==> config.mk <==
export PLATFORM = sky130hd
export DESIGN_NAME = i2s_stream_apb_flat
export DESIGN_NICKNAME = d
export VERILOG_FILES = /design/src/rtl/i2s_stream_apb_if.sv /design/src/rtl/i2s_stream_apb.sv /design/src/flat_wrapper.sv
export SDC_FILE = /design/constraint.sdc
export NUM_CORES = 1
export LEC_CHECK = 0
export BUFFER_PORTS_ARGS = -buffer_cell sky130_fd_sc_hd__buf_2
export CAP_MARGIN = 0
export CELL_PAD_IN_SITES_DETAIL_PLACEMENT = 0
export CELL_PAD_IN_SITES_GLOBAL_PLACEMENT = 2
export CORE_AREA = 3 3 303 305
export CTS_CLUSTER_SIZE = 30
export DETAILED_ROUTE_END_ITERATION = 8
export DIE_AREA = 0 0 306 308
export PLACE_DENSITY = 0.8
export SETUP_SLACK_MARGIN = 0.15
export SYNTH_ARGS = -nofsm -noshare
export SYNTH_HDL_FRONTEND = slang
export SYNTH_SLANG_ARGS = --single-unit
==> constraint.sdc <==
create_clock -name clk -period 6.3 [get_ports clk]
set_clock_uncertainty 0.05 [all_clocks]
set_input_delay 1.26 -clock clk [delete_from_list [all_inputs] [get_ports clk]]
set_output_delay 1.26 -clock clk [all_outputs]
set_load 0.05 [all_outputs]
==> src/rtl/i2s_stream_apb_if.sv <==
// APB register-port bundle for the I2S playback/capture buffer.
// Zero-wait-state slave: pready mirrors penable, so there is no backpressure.
interface i2s_stream_apb_if;
    logic [4:0]  paddr;
    logic        psel;
    logic        penable;
    logic        pwrite;
    logic [31:0] pwdata;
    logic [31:0] prdata;
    logic        pready;

    modport master (output paddr, psel, penable, pwrite, pwdata, input prdata, pready);
    modport slave  (input paddr, psel, penable, pwrite, pwdata, output prdata, pready);
endinterface

==> src/rtl/i2s_stream_apb.sv <==
// APB-programmable playback/capture FIFOs feeding the I2S shift registers, with DMA watermarks and sticky IRQs.
// Push is visible at the head one cycle later; full/empty accesses are dropped and flagged rather than stalled.
module i2s_stream_apb #(
    parameter int DEPTH_LOG2 = 4,
    parameter int NUM_CH     = 2
) (
    input  logic            clk,
    input  logic            reset_n,
    i2s_stream_apb_if.slave apb,
    output logic [31:0]     pb_data,
    output logic [2:0]      pb_ch,
    input  logic            pb_rd,
    output logic            pb_empty,
    input  logic [31:0]     cap_data,
    input  logic            cap_wr,
    output logic            cap_full,
    output logic            pb_dma_req,
    input  logic            pb_dma_ack,
    output logic            cap_dma_req,
    input  logic            cap_dma_ack,
    output logic            irq
);
    localparam int DEPTH = 1 << DEPTH_LOG2;
    localparam int LW    = DEPTH_LOG2 + 1;

    typedef logic [DEPTH_LOG2-1:0] ptr_t;
    typedef logic [LW-1:0]         lvl_t;

    localparam logic [4:0] A_DATA    = 5'h00;
    localparam logic [4:0] A_STATUS  = 5'h04;
    localparam logic [4:0] A_CTRL    = 5'h08;
    localparam logic [4:0] A_WMARK   = 5'h0C;
    localparam logic [4:0] A_IRQ_STS = 5'h10;
    localparam logic [4:0] A_IRQ_EN  = 5'h14;

    logic setup_rd, acc_wr, acc_rd;
    assign setup_rd   = apb.psel & ~apb.penable & ~apb.pwrite;
    assign acc_wr     = apb.psel &  apb.penable &  apb.pwrite;
    assign acc_rd     = apb.psel &  apb.penable & ~apb.pwrite;
    assign apb.pready = apb.penable;

    logic       pb_dma_en, cap_dma_en, pb_mute;
    logic [7:0] pb_wm, cap_wm;
    logic [3:0] irq_sts, irq_en;

    logic [31:0] pb_mem  [DEPTH];
    logic [31:0] cap_mem [DEPTH];
    ptr_t        pb_wp, pb_rp, cap_wp, cap_rp;
    lvl_t        pb_level, cap_level;
    logic        pb_full, cap_empty;

    assign pb_empty  = (pb_level == '0);
    assign pb_full   = (pb_level == lvl_t'(DEPTH));
    assign cap_empty = (cap_level == '0);
    assign cap_full  = (cap_level == lvl_t'(DEPTH));

    logic pb_clear, cap_clear, pb_push_req, cap_pop_req;
    logic pb_push, pb_pop, cap_push, cap_pop;
    assign pb_clear    = acc_wr & (apb.paddr == A_CTRL) & apb.pwdata[0];
    assign cap_clear   = acc_wr & (apb.paddr == A_CTRL) & apb.pwdata[2];
    assign pb_push_req = acc_wr & (apb.paddr == A_DATA);
    assign cap_pop_req = acc_rd & (apb.paddr == A_DATA);

    // A clear swallows any same-cycle push or pop, including its error flag.
    assign pb_push  = pb_push_req & ~pb_full  & ~pb_clear;
    assign pb_pop   = pb_rd       & ~pb_empty & ~pb_clear;
    assign cap_push = cap_wr      & ~cap_full & ~cap_clear;
    assign cap_pop  = cap_pop_req & ~cap_empty & ~cap_clear;

    logic [3:0] irq_evt, irq_w1c;
    assign irq_evt = {cap_pop_req & cap_empty & ~cap_clear,
                      cap_wr      & cap_full  & ~cap_clear,
                      pb_push_req & pb_full   & ~pb_clear,
                      pb_rd       & pb_empty  & ~pb_clear};
    assign irq_w1c = (acc_wr && apb.paddr == A_IRQ_STS) ? apb.pwdata[3:0] : 4'h0;

    always_ff @(posedge clk or negedge reset_n) begin
        if (!reset_n) begin
            pb_wp    <= '0;
            pb_rp    <= '0;
            pb_level <= '0;
            pb_ch    <= '0;
        end else if (pb_clear) begin
            pb_wp    <= '0;
            pb_rp    <= '0;
            pb_level <= '0;
            pb_ch    <= '0;
        end else begin
            if (pb_push) pb_wp <= pb_wp + 1'b1;
            if (pb_pop)  pb_rp <= pb_rp + 1'b1;
            pb_level <= pb_level + lvl_t'(pb_push) - lvl_t'(pb_pop);
            // Slot advances even on an underflowing pop to keep frames aligned.
            if (pb_rd) pb_ch <= (pb_ch == 3'(NUM_CH - 1)) ? 3'd0 : pb_ch + 3'd1;
        end
    end

    always_ff @(posedge clk or negedge reset_n) begin
        if (!reset_n) begin
            cap_wp    <= '0;
            cap_rp    <= '0;
            cap_level <= '0;
        end else if (cap_clear) begin
            cap_wp    <= '0;
            cap_rp    <= '0;
            cap_level <= '0;
        end else begin
            if (cap_push) cap_wp <= cap_wp + 1'b1;
            if (cap_pop)  cap_rp <= cap_rp + 1'b1;
            cap_level <= cap_level + lvl_t'(cap_push) - lvl_t'(cap_pop);
        end
    end

    always_ff @(posedge clk) begin
        if (pb_push)  pb_mem[pb_wp]   <= apb.pwdata;
        if (cap_push) cap_mem[cap_wp] <= cap_data;
    end

    assign pb_data = (pb_empty | pb_mute) ? 32'h0 : pb_mem[pb_rp];

    always_ff @(posedge clk or negedge reset_n) begin
        if (!reset_n) begin
            pb_dma_en  <= 1'b0;
            cap_dma_en <= 1'b0;
            pb_mute    <= 1'b0;
            pb_wm      <= 8'(DEPTH / 2);
            cap_wm     <= 8'(DEPTH / 2);
            irq_en     <= 4'h0;
        end else if (acc_wr) begin
            case (apb.paddr)
                A_CTRL: begin
                    pb_dma_en  <= apb.pwdata[1];
                    cap_dma_en <= apb.pwdata[3];
                    pb_mute    <= apb.pwdata[4];
                end
                A_WMARK: begin
                    pb_wm  <= apb.pwdata[7:0];
                    cap_wm <= apb.pwdata[23:16];
                end
                A_IRQ_EN: irq_en <= apb.pwdata[3:0];
                default: ;
            endcase
        end
    end

    always_ff @(posedge clk or negedge reset_n) begin
        if (!reset_n) begin
            irq_sts     <= 4'h0;
            irq         <= 1'b0;
            pb_dma_req  <= 1'b0;
            cap_dma_req <= 1'b0;
        end else begin
            irq_sts     <= (irq_sts & ~irq_w1c) | irq_evt;
            irq         <= |(irq_sts & irq_en);
            pb_dma_req  <= ~pb_dma_ack & pb_dma_en & (8'(pb_level) <= pb_wm) & ~pb_full;
            cap_dma_req <= ~cap_dma_ack & cap_dma_en & (8'(cap_level) >= cap_wm) & ~cap_empty;
        end
    end

    logic [31:0] rd_val;
    always_comb begin
        rd_val = 32'h0;
        case (apb.paddr)
            A_DATA:    rd_val = cap_empty ? 32'h0 : cap_mem[cap_rp];
            A_STATUS:  rd_val = {8'(cap_level), 4'h0, cap_dma_req, cap_dma_en, cap_full, cap_empty,
                                 8'(pb_level),  4'h0, pb_dma_req,  pb_dma_en,  pb_full,  pb_empty};
            A_CTRL:    rd_val = {27'h0, pb_mute, cap_dma_en, 1'b0, pb_dma_en, 1'b0};
            A_WMARK:   rd_val = {8'h0, cap_wm, 8'h0, pb_wm};
            A_IRQ_STS: rd_val = {28'h0, irq_sts};
            A_IRQ_EN:  rd_val = {28'h0, irq_en};
            default:   rd_val = 32'h0;
        endcase
    end

    // Read data is captured in setup so a DATA read samples the head before the access-phase pop.
    always_ff @(posedge clk or negedge reset_n) begin
        if (!reset_n)      apb.prdata <= 32'h0;
        else if (setup_rd) apb.prdata <= rd_val;
    end
endmodule

==> src/flat_wrapper.sv <==
// flat-port wrapper written by rule: the top's interface ports become plain ports
module i2s_stream_apb_flat 
#(
    parameter int DEPTH_LOG2 = 4,
    parameter int NUM_CH     = 2
)
  (clk, reset_n, pb_data, pb_ch, pb_rd, pb_empty, cap_data, cap_wr, cap_full, pb_dma_req, pb_dma_ack, cap_dma_req, cap_dma_ack, irq, apb_paddr, apb_psel, apb_penable, apb_pwrite, apb_pwdata, apb_prdata, apb_pready);
  i2s_stream_apb_if apb_i ();
  input  logic clk;
  input  logic reset_n;
  output logic [31:0] pb_data;
  output logic [2:0] pb_ch;
  input  logic pb_rd;
  output logic pb_empty;
  input  logic [31:0] cap_data;
  input  logic cap_wr;
  output logic cap_full;
  output logic pb_dma_req;
  input  logic pb_dma_ack;
  output logic cap_dma_req;
  input  logic cap_dma_ack;
  output logic irq;
  input wire logic [$bits(apb_i.paddr)-1:0] apb_paddr;
  input wire logic [$bits(apb_i.psel)-1:0] apb_psel;
  input wire logic [$bits(apb_i.penable)-1:0] apb_penable;
  input wire logic [$bits(apb_i.pwrite)-1:0] apb_pwrite;
  input wire logic [$bits(apb_i.pwdata)-1:0] apb_pwdata;
  output wire logic [$bits(apb_i.prdata)-1:0] apb_prdata;
  output wire logic [$bits(apb_i.pready)-1:0] apb_pready;
  assign apb_i.paddr = apb_paddr;
  assign apb_i.psel = apb_psel;
  assign apb_i.penable = apb_penable;
  assign apb_i.pwrite = apb_pwrite;
  assign apb_i.pwdata = apb_pwdata;
  assign apb_prdata = apb_i.prdata;
  assign apb_pready = apb_i.pready;
  i2s_stream_apb #(.DEPTH_LOG2(DEPTH_LOG2), .NUM_CH(NUM_CH)) u_core (.clk(clk), .reset_n(reset_n), .apb(apb_i), .pb_data(pb_data), .pb_ch(pb_ch), .pb_rd(pb_rd), .pb_empty(pb_empty), .cap_data(cap_data), .cap_wr(cap_wr), .cap_full(cap_full), .pb_dma_req(pb_dma_req), .pb_dma_ack(pb_dma_ack), .cap_dma_req(cap_dma_req), .cap_dma_ack(cap_dma_ack), .irq(irq));
endmodule
==> run metrics, run 1 <==
register bit total from synthesis around 1100; H-tree levels 3; post-CTS sizing 0; TritonCTS clock tree built; routed wire length roughly 99000 µm; Die H ~310 µm; fin area 49800 µm²; fmax 0.202 GHz; Setup Fix Bufs, Post-CTS 0; non-filler instance count after layout roughly 3500; r2r startpoint u_core.cap_level[2]$_DFF_PN0_; maximum clock path buffer count 3; Yosys cell types 61; syn avg cell area ~21 µm²; Syn Inst Count roughly 2100; Worst VDD drop roughly 0.24 mV; drt drc 0; Main synth FF type edfxtp_1; Clock Tree Root clkbuf_16; cell-internal power ~14000 µW; Hold Buf Count CTS 0; Via density 5.89; Leakage 0.0163 µW; antenna-violating nets left 0; setup TNS 0 ns; worst skew pair latency about 0.68 ns; IO buf count 150; Clock power frac 32.8%; row cnt 110; Seq. cell area between 30000 and 40000 µm²; Net Sw Frac between 20% and 30%; Yosys top cell by area edfxtp_1; Hold Path Origin u_core.apb.prdata[13]$_DFFE_PN0P_; Synth top area share between 70 and 80%; Psw around 5600 µW; GP Congestion roughly 0.8; Core ar. around 90000 µm²; placed wire-length estimate 58100 µm; placed cell count 3328; fin nets 2376; vias in the first global route 21900; slowest CP cell dfrtp_4; final hold violations 0; min Tclk post-route 4.95 ns; Routed WL per cell about 28 µm; largest net degree at the start of global routing 75; Synth area leaders edfxtp_1, mux4_2, dfrtp_1, mux2_2, ha_1; area of the multi-input gates approximately 10000 µm²; RSZ-0062 raised after global routing false; first-pass GRT wire length approximately 150000 µm; critical path capture point type output pin; drt first pass iters 5; total power 19700 µW; Final Cycle Share 78.6%; DP Area between 40000 and 50000 µm²; via count ~21000; cts bufs inserted between 100 and 150; FF-to-FF setup slack 2.69 ns; initial DRC count about 2100; crit path DAT 3.64 ns; DIE WIDTH 306 µm; initial core utilization just under 50%; min-delay worst type reg -> reg; hold-critical path depth 1; die area 94200 µm²; antenna violations before repair 14; Final Max Slew Viols 0; final hold slack 0.462 ns; Final Setup Violations 0; commonest cells in the netlist edfxtp_1, mux4_2, dfrtp_1, nand2_1, nor2_1; relative slew slack 18.0%; Reg2Reg Depth 14; ys async rst share under 10%; Worst Hold End u_core.apb.prdata[13]$_DFFE_PN0P_; crit-path max cell delay approximately 0.94 ns; synth warn 0; GRT Util Overall a little over a fifth; Critical Path Start Type flop; sequential power share between 40% and 50%; Worst EP required roughly 5.0 ns; PD cells 395 nW/µm²; Seq/Total Area, Yosys about three quarters; Post-synth EDFFs roughly 1000; Crit Path Max Fanout 39; Critical Path Start u_core.pb_rp[0]$_DFFE_PN0P_; RR Endpoint u_core.cap_level[4]$_DFF_PN0_; status finished, final reports clean; critical-path cell list buf_4, mux4_2, mux4_2, nor2b_1, buf_2; MaxCap Viol Count 0; Comb power frac a little over a fifth; synthesized area roughly 44000 µm²; top-count cell post-synth edfxtp_1; Clock Sinks about 1100; layout cell share with drive strength beyond 1 a little under a third; P&R area growth vs syn 13.7%; Synthesized Nets between 2000 and 2500; num ports ~150; fillers between 6000 and 7000; Least-Margin Pin Slew around 1.2 ns; GR Overflow Total 0; Worst path most repeated cell mux4_2; clock-pin slew on the worst setup and hold paths approximately 0.06 ns; critical path type reg -> out
## worst max-delay path: cells and delay by family (launching register included)
kind                   cells  cell delay, ns
and+or+nand+nor            1            0.14
buffers and inverters      2            0.78
muxes                      2            1.06
DFF                        1            0.94
## power groups by stage
stage	clock network, µW	registers (µW)	logic, µW
after floorplan	0	8850	3340
after global placement	0	9170	4220
after detailed placement	0	9200	4270
after CTS	6570	9040	4290
after global routing	6880	9090	4500
final	6450	9030	4200
## worst max-delay path by stage
| stage | to | slack [ns] | depth (start not counted) |
|---|---|---|---|
| final | pb_data[26] | 1.35 | 5 |
| after global routing | pb_data[24] | 1.04 | 5 |
| after CTS | pb_data[25] | 1.18 | 5 |
| after global placement | u_core.pb_mem[13][9]$_DFFE_PP_ | 1.71 | 5 |
| after detailed placement | u_core.pb_mem[14][31]$_DFFE_PP_ | 1.68 | 6 |
| after floorplan | u_core.pb_mem[15][0]$_DFFE_PP_ | 0.93 | 5 |
## cell families after synthesis
kind of cell	Yosys count	share of synthesized area, %
compound gates	111	1.71
xor+xnor	19	0.380
fa+ha+maj	34	1.01
buf+inv	136	1.36
flops	1115	75.5
mux	366	16.8
simple gates	277	3.31
## metrics by stage
| stage | worst slack, ns | utilization (%) |
|---|---|---|
| after detailed placement | 1.68 | 51.5 |
| final | 1.35 | 55.5 |
| after floorplan | 0.935 | - |
| after CTS | 1.18 | 55.5 |
| after global placement | 1.71 | 51.5 |
| after global routing | 1.04 | 55.5 |
## routing by layer
| layer | part of all wire (%) | global-route usage [%] | vias up |
|---|---|---|---|
| met1 | 41 | 29.4 | 11100 |
| met3 | 6.6 | 4.30 | 147 |
| met2 | 50 | 35.3 | 685 |
| met4 | 2.2 | 5.73 | 6 |
| met5 | 0.041 | 0 | - |
| li1 | - | - | 8917 |
## cell usage in the layout, fill, tap and decap left out, types with 29 or more instances in the layout
master     synthesis  layout
nor2b_1           53      53
clkbuf_1          43      29
nor2_1            60      45
ha_1              32      32
edfxtp_1        1024    1024
dfrtp_1           89      82
inv_1             32      32
clkbuf_16          0     113
nand2_1           65      65
mux4_2           289     289
mux2i_1           36      36
mux2_2            41      41
buf_4              7      42
buf_2             40     149
a21oi_1           36      36
## final cells by class
class | instances | area share [%]
diodes | 6 | 0.0302
clock buffers | 152 | 6.18
clock inverters | 56 | 1.04
inverters | 32 | 0.241
multi-input cells | 807 | 20.7
flip-flops and latches | 1115 | 66.4
well taps | 1176 | 2.96
repair buffers | 198 | 2.41
## registers in the layout, summed over array words and instances, names as in the netlist
register	flops
u_core.apb.prdata	32
u_core.cap_dma_en	1
u_core.cap_dma_req	1
u_core.cap_level	5
u_core.cap_mem	512
u_core.cap_rp	4
u_core.cap_wm	8
u_core.cap_wp	4
u_core.irq	1
u_core.irq_en	4
u_core.irq_sts	4
u_core.pb_ch	3
u_core.pb_dma_en	1
u_core.pb_dma_req	1
u_core.pb_level	5
u_core.pb_mem	512
u_core.pb_mute	1
u_core.pb_rp	4
u_core.pb_wm	8
u_core.pb_wp	4
(Power assumes the default switching activity.)
==> inputs of run 2 (changes only) <==
==> constraint.sdc (replaced) <==
create_clock -name clk -period 4.6 [get_ports clk]
set_clock_uncertainty 0.05 [all_clocks]
set_input_delay 0.92 -clock clk [delete_from_list [all_inputs] [get_ports clk]]
set_output_delay 0.92 -clock clk [all_outputs]
set_load 0.05 [all_outputs]
==> run 2 against run 1 <==
Global-route usage rose by 0.25 points; sequential cell count unchanged; clock-buffer cell count decreased by 8; clock power grew 43%; die area unchanged; largest power group unchanged; cell area increased by 1.3%; register-to-register slack worse by 1.4 ns; cell count grew 0.76%; via count rose by 1.1%.
==> run metrics, run 2 (synthesized netlist as in run 1, its figures left out) <==
Setup Fix Bufs, Post-CTS 0; PD cells approximately 550 nW/µm²; min Tclk post-route approximately 4.3 ns; Clock Sinks around 1100; DIE WIDTH 306 µm; routed wire length approximately 100000 µm; Worst path most repeated cell mux4_2; Leakage about 0.017 µW; Comb power frac a little over a fifth; Worst EP required roughly 3.6 ns; most frequent cells in the layout edfxtp_1, mux4_2, buf_2, clkbuf_16, dfrtp_1; slowest CP cell dfrtp_4; Psw 7720 µW; first-pass GRT wire length approximately 150000 µm; crit-path max cell delay 0.64 ns; Via density 5.91; RSZ-0062 raised after global routing false; crit path DAT 3.28 ns; cts bufs inserted 110; status finished, final reports clean; layout cell share with drive strength beyond 1 32.4%; MaxCap Viol Count 0; post-CTS sizing 0; WP buf/inv 2; cell-internal power 19800 µW; drt drc 0; worst skew pair latency between 0.6 and 0.7 ns; final hold violations 0; Clock Tree Root clkbuf_16; Crit Path Max Fanout 20; critical path type reg -> out; row cnt 110; drt first pass iters 5; H-tree levels 3; sequential power share approximately 45%; setup TNS 0 ns; clock-pin slew on the worst setup and hold paths ~0.060 ns; largest net degree at the start of global routing 66; TritonCTS clock tree built; fin nets roughly 2400; GP Congestion between 0.8 and 0.9; IO buf count 150; maximum clock path buffer count 3; final hold slack 0.230 ns; Hold Buf Count CTS 0; antenna violations before repair 15; Critical Path Start Type flop; critical path capture point type output pin; placed wire-length estimate 60000 µm; min-delay worst type in -> async; die area roughly 94000 µm²; fmax between 0.2 and 0.25 GHz; Least-Margin Pin Slew roughly 1.1 ns; total power roughly 28000 µW; critical-path cell list buf_4, mux4_2, mux4_2, nor2b_1, buf_2; initial core utilization 48.8%; Final Setup Violations 0; GRT Util Overall roughly 22%; antenna-violating nets left 0; Core ar. ~90000 µm²; Routed WL per cell around 28 µm; initial DRC count 1974; Top delay family on crit path multiplexers; vias in the first global route ~22000; Net Sw Frac between 20 and 30%; Top Registers u_core.cap_mem: 512 flops, u_core.pb_mem: 512 flops, u_core.apb.prdata: 32 flops; Final Cycle Share 92.4%; commonest non-fill, non-tap cell in the layout edfxtp_1; Final Max Slew Viols 0; via count between 20000 and 25000; num ports between 150 and 200; Clock power frac between 30% and 40%; GR Overflow Total 0; relative slew slack approximately a quarter; P&R area growth vs syn 15.2%; Die H 308 µm; Worst VDD drop 0.376 mV
[run 2: worst register-to-register path: stages, from the launching register on]
cell and delay, ns:
dfrtp_1 0.49, inv_1 0.12, ha_1 0.22, and4bb_2 0.29, nor4_4 0.54, nand3_1 0.45, nor3b_4 0.27, buf_4 0.48
[run 2: path summary, 6_finish.rpt]
check	startpoint	end	slack, ns	cells past startpoint
worst min register to register	u_core.apb.prdata[15]$_DFFE_PN0P_	u_core.apb.prdata[15]$_DFFE_PN0P_	0.45	1
worst max register to register	u_core.pb_level[2]$_DFF_PN0_	u_core.pb_mem[15][15]$_DFFE_PP_	1.29	7
max in group asynchronous	reset_n	u_core.pb_rp[0]$_DFFE_PN0P_	3.31	2
min in group clk	u_core.apb.prdata[15]$_DFFE_PN0P_	u_core.apb.prdata[15]$_DFFE_PN0P_	0.45	1
worst max-delay path	u_core.pb_rp[0]$_DFFE_PN0P_	pb_data[0]	0.35	5
worst min-delay path	reset_n	u_core.apb.prdata[30]$_DFFE_PN0P_	0.23	1
[run 2: cell type report]
| cell class | instances | area (µm²) |
|---|---|---|
| Sequential cell | 1115 | 33100 |
| Clock buffer | 144 | 3010 |
| Inverter | 32 | 120 |
| Timing Repair Buffer | 228 | 1640 |
| Fill cell | 6603 | 39200 |
| Multi-Input combinational cell | 807 | 10400 |
| Tap cell | 1176 | 1470 |
| Clock inverter | 63 | 746 |
| Antenna cell | 4 | 10.0 |
[run 2: power groups by stage]
| stage | combinational [µW] | clock [µW] | sequential [µW] |
|---|---|---|---|
| final | 6010 | 9230 | 12300 |
| after global routing | 6460 | 9820 | 12300 |
| after CTS | 6130 | 9420 | 12300 |
| after detailed placement | 6100 | 0 | 12500 |
| after global placement | 6060 | 0 | 12500 |
| after floorplan | 4580 | 0 | 12100 |
[run 2: through the flow]
stage          setup WS, ns  utilization, %  instance area (µm²)  cells
2_1_floorplan        -0.157               -                43800   2058
3_3_place_gp          0.678            52.0                46600   3358
3_5_place_dp          0.602            52.0                46600   3358
4_1_cts               0.263            56.2                50400   3565
5_1_grt               0.171            56.2                50400   3566
6_report              0.348            56.3                50400   3569
[run 2: layer usage]
layer / track usage, % / vias to the layer above / wire length, µm
met5: 0 / - / 73
met4: 5.61 / 12 / 2500
met3: 4.96 / 183 / 6800
met2: 35.9 / 692 / 50100
met1: 29.2 / 11200 / 40500
li1: - / 8991 / -
==> inputs of run 3 (changes only) <==
--- a/config.mk
+++ b/config.mk
@@ -9,12 +9,11 @@
 export CAP_MARGIN = 0
 export CELL_PAD_IN_SITES_DETAIL_PLACEMENT = 0
 export CELL_PAD_IN_SITES_GLOBAL_PLACEMENT = 2
-export CORE_AREA = 3 3 303 305
+export CORE_AREA = 2 2 302 304
 export CTS_CLUSTER_SIZE = 30
 export DETAILED_ROUTE_END_ITERATION = 8
-export DIE_AREA = 0 0 306 308
+export DIE_AREA = 0 0 304 306
 export PLACE_DENSITY = 0.8
-export SETUP_SLACK_MARGIN = 0.15
 export SYNTH_ARGS = -nofsm -noshare
 export SYNTH_HDL_FRONTEND = slang
 export SYNTH_SLANG_ARGS = --single-unit
==> run 3 against run 2 <==
First-iteration DRC count is 2.0% lower; via count is 0.71% higher; cell area is 0.22% lower; non-clock buffer count is 1 higher; fmax is 1.6% lower; total power is 0.73% lower; sequential cell count stayed put; cell count is 0.17% higher; combinational power is 0.8% higher; critical path depth stayed put; critical endpoint is now pb_data[17]; core utilization is 0.12 points lower; clock power is 2.3% lower.
==> run metrics, run 3 (synthesized netlist as in run 1, its figures left out) <==
fin nets approximately 2400; fmax between 0.2 and 0.25 GHz; most frequent cells in the layout edfxtp_1, mux4_2, buf_2, clkbuf_16, dfrtp_1; TritonCTS clock tree built; clock-pin slew on the worst setup and hold paths around 0.060 ns; met2 wire len about 51000 µm; Final Max Slew Viols 0; largest net degree at the start of global routing just over 70; fillers about 6600; cts bufs inserted between 100 and 150; H-tree levels 3; maximum clock path buffer count 3; IO buf count 150; drt first pass iters 5; placed wire-length estimate between 60000 and 70000 µm; layout cell share with drive strength beyond 1 roughly a third; DIE WIDTH a little over 300 µm; Top Registers u_core.cap_mem: 512 flops, u_core.pb_mem: 512 flops, u_core.apb.prdata: 32 flops; area of the multi-input gates 10300 µm²; wire length on met1 between 40000 and 50000 µm; Final Setup Violations 0; PD cells around 540 nW/µm²; GR Overflow Total 0; initial core utilization roughly 50%; Worst EP required about 3.6 ns; Hold Buf Count CTS 0; met3 wire length 6630 µm; Seq. cell area 33100 µm²; critical path type reg -> out; min-delay worst type in -> async; critical path capture point type output pin; RSZ-0062 raised after global routing false; Die H around 300 µm; Routed WL per cell about 28 µm; final hold slack about 0.25 ns; row cnt 110; commonest non-fill, non-tap cell in the layout edfxtp_1; routed wire length 101000 µm; first-pass GRT wire length between 100000 and 150000 µm; worst skew pair latency 0.68 ns; crit path DAT 3.35 ns; Clock Sinks approximately 1100; FF-to-FF setup slack between 1 and 1.5 ns; Core ar. approximately 90000 µm²; Worst VDD drop roughly 0.37 mV; MaxCap Viol Count 0; Crit Path Max Fanout 26; via count between 20000 and 25000; setup TNS 0 ns; vias in the first global route between 20000 and 25000; Via density between 5 and 6; Final Cycle Share a little over nine tenths; Setup Fix Bufs, Post-CTS 0; GP Congestion 0.816; antenna-violating nets left 0; status finished, final reports clean; GRT Util Overall a little over a fifth; die area 93000 µm²; min Tclk post-route 4.32 ns; final hold violations 0; initial DRC count between 1500 and 2000; antenna violations before repair 11; num ports ~150; Highest Signal Layer met5; Least-Margin Pin Slew approximately 1.2 ns; post-CTS sizing 0; relative slew slack 21.4%; Clock Tree Root clkbuf_16; Leakage approximately 0.017 µW; P&R area growth vs syn 14.9%; drt drc 0; Critical Path Start Type flop
-- run 3: final timing paths --
kind | from | end | cells past startpoint
max | u_core.pb_rp[0]$_DFFE_PN0P_ | pb_data[17] | 5
min | reset_n | u_core.apb.prdata[15]$_DFFE_PN0P_ | 1
max reg2reg | u_core.cap_level[2]$_DFF_PN0_ | u_core.cap_level[4]$_DFF_PN0_ | 16
min reg2reg | u_core.apb.prdata[11]$_DFFE_PN0P_ | u_core.apb.prdata[11]$_DFFE_PN0P_ | 2
max in group asynchronous | reset_n | u_core.pb_wm[3]$_DFFE_PN1P_ | 2
min in group clk | pb_dma_ack | u_core.pb_dma_req$_DFF_PN0_ | 2
-- run 3: report_power, final --
group	switching (µW)	leakage [µW]	internal, µW
registers	540	0.0104	11700
logic	3450	0.00430	2610
clock network	3760	0.00180	5260
total	7750	0.0165	19600
-- run 3: layer usage --
layer  track usage [%]  vias to the layer above
met5                 0                        -
met4              6.35                       10
met3              4.99                      170
met2              37.2                      683
met1              28.7                    11400
li1                  -                     8990
-- run 3: area by class of cell --
| cell class | count | share of cell area (%) |
|---|---|---|
| diodes | 7 | 0.0348 |
| repair buffers | 229 | 3.25 |
| multi-input cells | 807 | 20.5 |
| clock inverters | 58 | 1.24 |
| flip-flops and latches | 1115 | 65.7 |
| inverters | 32 | 0.239 |
| clock buffers | 151 | 6.06 |
| well taps | 1176 | 2.93 |
-- run 3: through the flow --
step | utilization, % | std cells | total power [µW] | setup WS [ns] | cell area [µm²]
detailed placement | 52.0 | 3359 | 18600 | 0.687 | 46600
global placement | 52.0 | 3359 | 18500 | 0.669 | 46600
finish | 56.1 | 3575 | 27300 | 0.279 | 50300
global route | 56.1 | 3570 | 28300 | 0.0898 | 50300
CTS | 56.1 | 3568 | 27600 | 0.176 | 50300
floorplan | - | 2058 | 16700 | -0.157 | 43800
-- run 3: worst max-delay path, stage by stage, from the launching register on --
cell and delay, ns:
dfrtp_4 0.82, buf_4 0.38, mux4_2 0.56, mux4_2 0.48, nor2b_1 0.15, buf_2 0.26
